### src/rtl/imem_loader.sv
// Byte-stream boot loader: parses LEN_LO, LEN_HI, N little-endian words and an XOR checksum,
// writes each word to instruction memory and releases the core reset only after a clean load.
module imem_loader #(
    parameter int unsigned MAX_WORDS = 1024,
    parameter logic [31:0] BASE_ADDR = 32'h0000_0000
) (
    input  logic        clk,
    input  logic        rst,
    input  logic        start,
    input  logic        rx_valid,
    input  logic [7:0]  rx_data,
    output logic        rx_ready,
    output logic        mem_we,
    output logic [31:0] mem_addr,
    output logic [31:0] mem_wdata,
    output logic        busy,
    output logic        done,
    output logic        err,
    output logic        cpu_rst
);

    typedef enum logic [2:0] {
        IDLE = 3'd0,
        LEN0 = 3'd1,
        LEN1 = 3'd2,
        DATA = 3'd3,
        CSUM = 3'd4,
        DONE = 3'd5,
        ERR  = 3'd6
    } state_t;

    localparam logic [16:0] MAX_LEN = 17'(MAX_WORDS);

    state_t      state_reg, state_next;
    logic [7:0]  len_lo_reg, len_lo_next;
    logic [15:0] len_reg, len_next;
    logic [15:0] word_cnt_reg, word_cnt_next;
    logic [1:0]  byte_cnt_reg, byte_cnt_next;
    logic [7:0]  csum_reg, csum_next;
    logic [23:0] word_reg, word_next;
    logic        mem_we_reg, mem_we_next;
    logic [31:0] mem_addr_reg, mem_addr_next;
    logic [31:0] mem_wdata_reg, mem_wdata_next;

    logic        in_load;
    logic        accept;
    logic [15:0] len_rx;
    logic        last_byte;
    logic        last_word;

    assign in_load   = (state_reg == LEN0) || (state_reg == LEN1) ||
                       (state_reg == DATA) || (state_reg == CSUM);
    // Stalling the stream during the write cycle keeps at most one write in flight.
    assign rx_ready  = in_load && !mem_we_reg;
    assign accept    = rx_valid && rx_ready;
    assign len_rx    = {rx_data, len_lo_reg};
    assign last_byte = (byte_cnt_reg == 2'd3);
    assign last_word = (({1'b0, word_cnt_reg} + 17'd1) == {1'b0, len_reg});

    assign busy      = in_load;
    assign done      = (state_reg == DONE);
    assign err       = (state_reg == ERR);
    assign cpu_rst   = (state_reg == DONE);
    assign mem_we    = mem_we_reg;
    assign mem_addr  = mem_addr_reg;
    assign mem_wdata = mem_wdata_reg;

    always_ff @(posedge clk or negedge rst) begin
        if (!rst) begin
            state_reg     <= IDLE;
            len_lo_reg    <= 8'd0;
            len_reg       <= 16'd0;
            word_cnt_reg  <= 16'd0;
            byte_cnt_reg  <= 2'd0;
            csum_reg      <= 8'd0;
            word_reg      <= 24'd0;
            mem_we_reg    <= 1'b0;
            mem_addr_reg  <= BASE_ADDR;
            mem_wdata_reg <= 32'd0;
        end else begin
            state_reg     <= state_next;
            len_lo_reg    <= len_lo_next;
            len_reg       <= len_next;
            word_cnt_reg  <= word_cnt_next;
            byte_cnt_reg  <= byte_cnt_next;
            csum_reg      <= csum_next;
            word_reg      <= word_next;
            mem_we_reg    <= mem_we_next;
            mem_addr_reg  <= mem_addr_next;
            mem_wdata_reg <= mem_wdata_next;
        end
    end

    always_comb begin
        state_next     = state_reg;
        len_lo_next    = len_lo_reg;
        len_next       = len_reg;
        word_cnt_next  = word_cnt_reg;
        byte_cnt_next  = byte_cnt_reg;
        csum_next      = csum_reg;
        word_next      = word_reg;
        mem_we_next    = 1'b0;
        mem_addr_next  = mem_addr_reg;
        mem_wdata_next = mem_wdata_reg;

        case (state_reg)
            IDLE, DONE, ERR: begin
                if (start) begin
                    state_next    = LEN0;
                    len_lo_next   = 8'd0;
                    len_next      = 16'd0;
                    word_cnt_next = 16'd0;
                    byte_cnt_next = 2'd0;
                    csum_next     = 8'd0;
                    word_next     = 24'd0;
                end
            end
            LEN0: begin
                if (accept) begin
                    len_lo_next = rx_data;
                    state_next  = LEN1;
                end
            end
            LEN1: begin
                if (accept) begin
                    len_next = len_rx;
                    if ({1'b0, len_rx} > MAX_LEN)
                        state_next = ERR;
                    else if (len_rx == 16'd0)
                        state_next = CSUM;
                    else
                        state_next = DATA;
                end
            end
            DATA: begin
                if (accept) begin
                    // Right shift so the first byte of each word ends up least significant.
                    word_next     = {rx_data, word_reg[23:8]};
                    csum_next     = csum_reg ^ rx_data;
                    byte_cnt_next = byte_cnt_reg + 2'd1;
                    if (last_byte) begin
                        mem_we_next    = 1'b1;
                        mem_addr_next  = BASE_ADDR + {14'd0, word_cnt_reg, 2'b00};
                        mem_wdata_next = {rx_data, word_reg};
                        word_cnt_next  = word_cnt_reg + 16'd1;
                        if (last_word)
                            state_next = CSUM;
                    end
                end
            end
            CSUM: begin
                if (accept)
                    state_next = (rx_data == csum_reg) ? DONE : ERR;
            end
            default: state_next = IDLE;
        endcase
    end

endmodule
### config.mk
export PLATFORM = sky130hd
export DESIGN_NAME = imem_loader
export DESIGN_NICKNAME = d
export VERILOG_FILES = /design/src/rtl/imem_loader.sv
export SDC_FILE = /design/constraint.sdc
export NUM_CORES = 1
export LEC_CHECK = 0
export ABC_AREA = 1
export CORE_MARGIN = 2
export CORE_UTILIZATION = 30
export DETAILED_ROUTE_END_ITERATION = 7
export DONT_BUFFER_PORTS = 1
export PLACE_DENSITY_LB_ADDON = 0.1
export SETUP_SLACK_MARGIN = 0.1
export SLEW_MARGIN = 5
export SYNTH_ARGS = -nofsm -noshare
export SYNTH_HDL_FRONTEND = slang
export SYNTH_SLANG_ARGS = --single-unit
### constraint.sdc
create_clock -name clk -period 2.5 [get_ports clk]
set_input_delay 0.5 -clock clk [delete_from_list [all_inputs] [get_ports clk]]
set_output_delay 0.5 -clock clk [all_outputs]
set_load 0.01 [all_outputs]
==> results of run 1 <==
layer usage:
metal  track usage  up-vias  share of wire
li1              -     2260              -
met1         0.201     2205           0.47
met2         0.229       78           0.46
met3        0.0476       14          0.049
met4        0.0490        0          0.014
met5             0        -              0
cell type report:
cell class	count	area share
Sequential cell	126	0.460
Multi-Input combinational cell	451	0.338
Clock buffer	19	0.0660
Inverter	94	0.0516
Tap cell	265	0.0483
Clock inverter	13	0.0188
Timing Repair Buffer	12	0.0173
placed cells by master (no fill, tap or decap), types with 2 or more instances in the layout:
cell,synthesis,routed
inv_8,0,2
o22ai_1,23,23
a21oi_1,2,2
nor3_1,4,4
clkinv_2,0,3
clkinv_4,0,2
xor2_1,9,9
inv_6,0,3
clkbuf_8,0,2
inv_2,6,5
dfrtp_2,0,2
nand3_2,12,11
o21ai_0,69,69
nand4_1,9,9
nor2_1,27,27
buf_4,19,9
nand3_1,70,69
clkinvlp_4,0,3
dfrtp_1,126,124
conb_1,1,16
o21ai_1,19,19
nand2_2,3,4
nand2_1,157,156
nand3_4,2,4
o21ai_2,10,10
nor4_1,3,3
buf_12,0,2
nor2_4,1,4
inv_1,88,88
and2_1,2,2
clkbuf_16,0,17
worst paths after layout:
check / startpoint / end / slack [ps] / depth (start not counted)
worst max register to register: word_cnt_reg[1]$_DFFE_PN0P_ / state_reg[0]$_DFFE_PN0P_ / 370 / 16
max in group asynchronous: rst / csum_reg[3]$_DFFE_PN0P_ / 2460 / 0
worst min register to register: csum_reg[0]$_DFFE_PN0P_ / csum_reg[0]$_DFFE_PN0P_ / 490 / 2
worst max-delay path: word_cnt_reg[1]$_DFFE_PN0P_ / state_reg[0]$_DFFE_PN0P_ / 370 / 16
min in group clk: rx_data[0] / word_reg[16]$_DFFE_PN0P_ / 220 / 2
worst min-delay path: rst / word_cnt_reg[1]$_DFFE_PN0P_ / -220 / 0
repair_timing:
action	in CTS	in global routing
hold endpoints to repair	126	126
resized for setup	1	10
pin swaps	0	1
setup endpoints to repair	3	26
worst max-delay path, stage by stage, from the launching register on:
cell and delay, ps:
dfrtp_1 400, ha_2 240, nand3_4 120, nor2_4 220, nand2_1 100, nand2_1 100
nand2_1 50, nand2_1 50, nand2_1 50, nor2_1 90, nand2_1 70, nor2_1 80
nand2_1 110, nand2_2 120, nand2_1 90, nand2_1 70, nand2_1 50
cell families (layout without fill, tap and decap cells):
family                   count (synthesis)  count (layout)  synth area share
AND/OR/NAND/NOR                        296             296             0.230
buffers and inverters                  138             138             0.108
AO/OA/AOI/OAI                          128             128             0.121
flip-flops                             126             126             0.523
XOR/XNOR                                 9               9            0.0131
adder cells (fa/ha/maj)                  2               2           0.00415
other                                    1              16          0.000622
power groups by stage:
stage | clock network (uW) | registers (uW) | logic [uW]
global placement | 0 | 2420 | 1890
CTS | 2500 | 2390 | 1910
global route | 2600 | 2420 | 2140
detailed placement | 0 | 2430 | 1900
finish | 2440 | 2390 | 1900
floorplan | 0 | 2390 | 1570
per-stage QoR:
stage          instance area, um2  worst slack [ps]  hold slack [ps]   util  std cells
6_report                     6860               367             -220  0.350        980
5_1_grt                      6860               106             -246  0.350        980
4_1_cts                      6830               138             -242  0.348        980
3_5_place_dp                 6240              63.3              211  0.318        948
3_3_place_gp                 6240              63.0              211  0.318        948
2_1_floorplan                6080               577              204      -        715
cells in the mapped netlist, drive strengths merged:
library cell  number  area share
nand3b             1      0.0012
inv               94       0.059
nor3               6      0.0077
nand3             84       0.084
nor4               3      0.0031
clkbuf             6      0.0037
o21bai             1      0.0012
nand2            160        0.10
nand4              9      0.0093
conb               1     0.00062
dfrtp            126        0.52
and2               2      0.0021
xor2               9       0.013
nor2              31       0.022
o21ai             98       0.088
buf               38       0.045
o31ai              1      0.0012
a21oi              4      0.0058
ha                 2      0.0042
o22ai             23       0.024
a31oi              1      0.0010
==> flow_summary.json, run 1 <==
{
  "hold_viol_final": 126,
  "io_pins": 82,
  "cts.path.max_buffers": 2,
  "min_period_over_period": 0.853,
  "synth_cells": 700,
  "clkTransAtPathRegs_ps": 60,
  "crit_type": "flop to flop",
  "worstMarginPinSlew_ps": 599,
  "max_freq_ghz": 0.469,
  "finalHoldWorstSlack_ps": -220,
  "die_h_um": 146,
  "p_total_uw": 6730,
  "grt_max_degree": 127,
  "final_layout_size_suffix_gt1_frac": 0.126,
  "num_rows": 51,
  "viasPerCell": 4.65,
  "yosysWarnings": 0,
  "postCtsSetupBuffers": 0,
  "clock-root-buffer": "clkbuf_16",
  "cts_buffers": 17,
  "wl_um": 15200,
  "nFillCells": 2079,
  "worstSkewPairLatency_ps": 420,
  "largest_reg_flops": 32,
  "nNetsFinal": 716,
  "multi_input_area_um2": 2320,
  "p_switching_uw": 2480,
  "ys_ff_latch": 126,
  "io_buffer_count": 0,
  "ys_seq_area_frac": 0.523,
  "p_int_uw": 4250,
  "finalCriticalPeriod_ps": 2130,
  "die_w_um": 146,
  "route.vias.total": 4557,
  "antenna_cells": 0,
  "first_iter_violations": 306,
  "synth_area_um2": 6020,
  "rsz0062_at_grt": "no",
  "hold_path_class": "input pin to asynchronous set/reset pin",
  "slew_viol_final": 0,
  "ant_nets": 0,
  "h-tree-depth": 4,
  "pwr-share-clk": 0.363,
  "regArea_um2": 3160,
  "ys_types": 36,
  "power.leakage_uw": 0.00312,
  "core_area_um2": 19600,
  "setup_tns_ps": 0,
  "swShare": 0.368,
  "antenna_found_initial": 0,
  "slew_headroom": 0.601,
  "critPathMaxFanout": 8,
  "die-area_um2": 21200,
  "end_kind": "flop",
  "cts.sinks": 126,
  "drcViolationCount": 0,
  "status": "finished, violations left",
  "grt_remaining_overflow": 0,
  "initial_core_util": 0.308,
  "skew_ps": 9.75,
  "max-vdd-ir-drop_mv": 0.473,
  "synth.avg_cell_area_um2": 8.61,
  "p_comb_frac": 0.282,
  "dr.pass1.iters": 4,
  "grt_usage": 0.150,
  "setup_violations": 0,
  "grt_first_pass_wirelength_um": 25000,
  "power.density_nw_per_um2": 981,
  "grt_pass1_vias": 4519,
  "cts_tree": "done",
  "cp-start-kind": "flop",
  "violations": "hold timing",
  "critical_path_required_ps": 2810,
  "area_growth_syn_to_layout_pct": 13.9,
  "seqPwrFrac": 0.355,
  "drv_cap": 0,
  "dp_hpwl_um": 10700,
  "wl_per_cell_um": 15.5,
  "arrival_ps": 2440,
  "routabilityCongestion": 0.827
}
Note: power is estimated with default switching activity, not from simulation.
==> inputs of run 2 (changes only) <==
==> constraint.sdc (replaced) <==
create_clock -name clk -period 2.7 [get_ports clk]
set_input_delay 0.54 -clock clk [delete_from_list [all_inputs] [get_ports clk]]
set_output_delay 0.54 -clock clk [all_outputs]
set_load 0.01 [all_outputs]
==> flow_summary.json, run 2 (synthesized netlist as in run 1, its figures left out) <==
{
  "status": "finished, violations left",
  "violations": "hold timing",
  "cts_buffers": 17,
  "m1WireLength_um": 7040,
  "final_layout_size_suffix_gt1_frac": 0.115,
  "worstSkewPairLatency_ps": 430,
  "crit_buf_inv": 2,
  "finalCriticalPeriod_ps": 2380,
  "seqPwrFrac": 0.359,
  "multi_input_area_um2": 2290,
  "dp.cells": 945,
  "die_w_um": 146,
  "regArea_um2": 3150,
  "largest_reg_flops": 32,
  "end_kind": "flop",
  "skew_ps": 9.51,
  "wl_per_cell_um": 15.6,
  "cts_tree": "done",
  "final_cells": 978,
  "grt_remaining_overflow": 0,
  "p_switching_uw": 2310,
  "crit_chain": "ha_1, nand3_1, nor2_4, buf_12, nand2_1, nand2_1, nand2_1, nand2_1, nand2_1, inv_1, nand3_1, nor2_1, nand2_1, nand2_1, nand2_1, nand2_1, nand2_1",
  "detailroute.wirelength.met3_um": 822,
  "drv_cap": 0,
  "critical_path_required_ps": 3010,
  "drcViolationCount": 0,
  "slowest_stage": "dfrtp_1",
  "setup_violations": 0,
  "io_pins": 82,
  "core_area_um2": 19600,
  "initial_core_util": 0.308,
  "final_cell_area_um2": 6790,
  "cpMostUsedCell": "nand2_1",
  "grt_max_degree": 127,
  "crit_type": "flop to flop",
  "clkTransAtPathRegs_ps": 60,
  "route.vias.total": 4601,
  "cp-start-kind": "flop",
  "finalHoldWorstSlack_ps": -189,
  "dr.pass1.iters": 7,
  "h-tree-depth": 4,
  "critPathMaxFanout": 7,
  "die-area_um2": 21200,
  "pwr-share-clk": 0.368,
  "slew_headroom": 0.616,
  "nNetsFinal": 714,
  "arrival_ps": 2690,
  "hold_path_class": "input pin to asynchronous set/reset pin",
  "min_period_over_period": 0.882,
  "area_growth_syn_to_layout_pct": 12.8,
  "cts.sinks": 126,
  "ant_nets": 0,
  "antenna_cells": 0,
  "nFillCells": 2055,
  "grt_usage": 0.151,
  "p_comb_frac": 0.274,
  "wl_um": 15300,
  "grt_pass1_vias": 4606,
  "num_rows": 51,
  "power.density_nw_per_um2": 905,
  "slew_viol_final": 0,
  "worstMarginPinSlew_ps": 575,
  "rsz0062_at_grt": "no",
  "antenna_found_initial": 0,
  "max_stage_delay_ps": 430,
  "path_delay_family": "simple AND/OR/NAND/NOR gates",
  "swShare": 0.375,
  "cts.path.max_buffers": 2,
  "first_iter_violations": 415,
  "max-vdd-ir-drop_mv": 0.431,
  "die_h_um": 146,
  "max_freq_ghz": 0.420,
  "grt_first_pass_wirelength_um": 25200,
  "top_layer": "met4",
  "p_int_uw": 3840,
  "dp_hpwl_um": 10600,
  "viasPerCell": 4.70,
  "hold_viol_final": 126,
  "clock-root-buffer": "clkbuf_16",
  "placed_cell_area_um2": 6190,
  "final_common_cell": "nand2_1",
  "power.leakage_uw": 0.00310,
  "routabilityCongestion": 0.813,
  "io_buffer_count": 0,
  "met2_length_um": 7160,
  "final_cell_mix": "nand2_1, dfrtp_1, inv_1",
  "setup_tns_ps": 0
}
-- run 2: cell type report --
type,instances,share of cell area
clock buffer,18,0.0632
clock inverter,14,0.0215
inverter,94,0.0523
multi-input combinational,451,0.337
sequential,126,0.464
tap,265,0.0488
timing repair buffer,10,0.0129
-- run 2: worst paths after layout --
kind	from	to	slack (ps)	depth (start not counted)
worst max-delay path	word_cnt_reg[0]$_DFFE_PN0P_	state_reg[1]$_DFFE_PN0P_	320	17
worst min-delay path	rst	mem_addr[5]$_DFFE_PN0P_	-190	0
worst max register to register	word_cnt_reg[0]$_DFFE_PN0P_	state_reg[1]$_DFFE_PN0P_	320	17
worst min register to register	csum_reg[2]$_DFFE_PN0P_	csum_reg[2]$_DFFE_PN0P_	490	2
max in group asynchronous	rst	mem_wdata[3]$_DFFE_PN0P_	2710	0
min in group clk	rx_data[1]	word_reg[17]$_DFFE_PN0P_	250	2
-- run 2: what timing repair did --
action | CTS | global route
gates resized for setup | 0 | 3
buffers inserted | 0 | 1
endpoints found under the hold margin | 126 | 126
endpoints found under the setup margin | 0 | 10
-- run 2: power by group through the flow --
stage	clock, uW	combinational [uW]	sequential (uW)
6_report	2260	1680	2210
5_1_grt	2420	1880	2230
4_1_cts	2330	1690	2210
3_5_place_dp	0	1690	2240
3_3_place_gp	0	1690	2240
2_1_floorplan	0	1450	2210
-- run 2: stage by stage --
stage                     setup slack [ps]  utilization  power (uW)
after floorplan                        777            -        3670
after global placement                 233        0.316        3930
after detailed placement               251        0.316        3930
after CTS                              231        0.345        6220
after global routing                   113        0.347        6520
final                                  320        0.347        6150
-- run 2: routing by layer --
| metal | global-route usage | vias up |
|---|---|---|
| met5 | 0 | - |
| met4 | 0.0544 | 0 |
| met3 | 0.0467 | 18 |
| met2 | 0.236 | 127 |
| met1 | 0.198 | 2195 |
| li1 | - | 2261 |
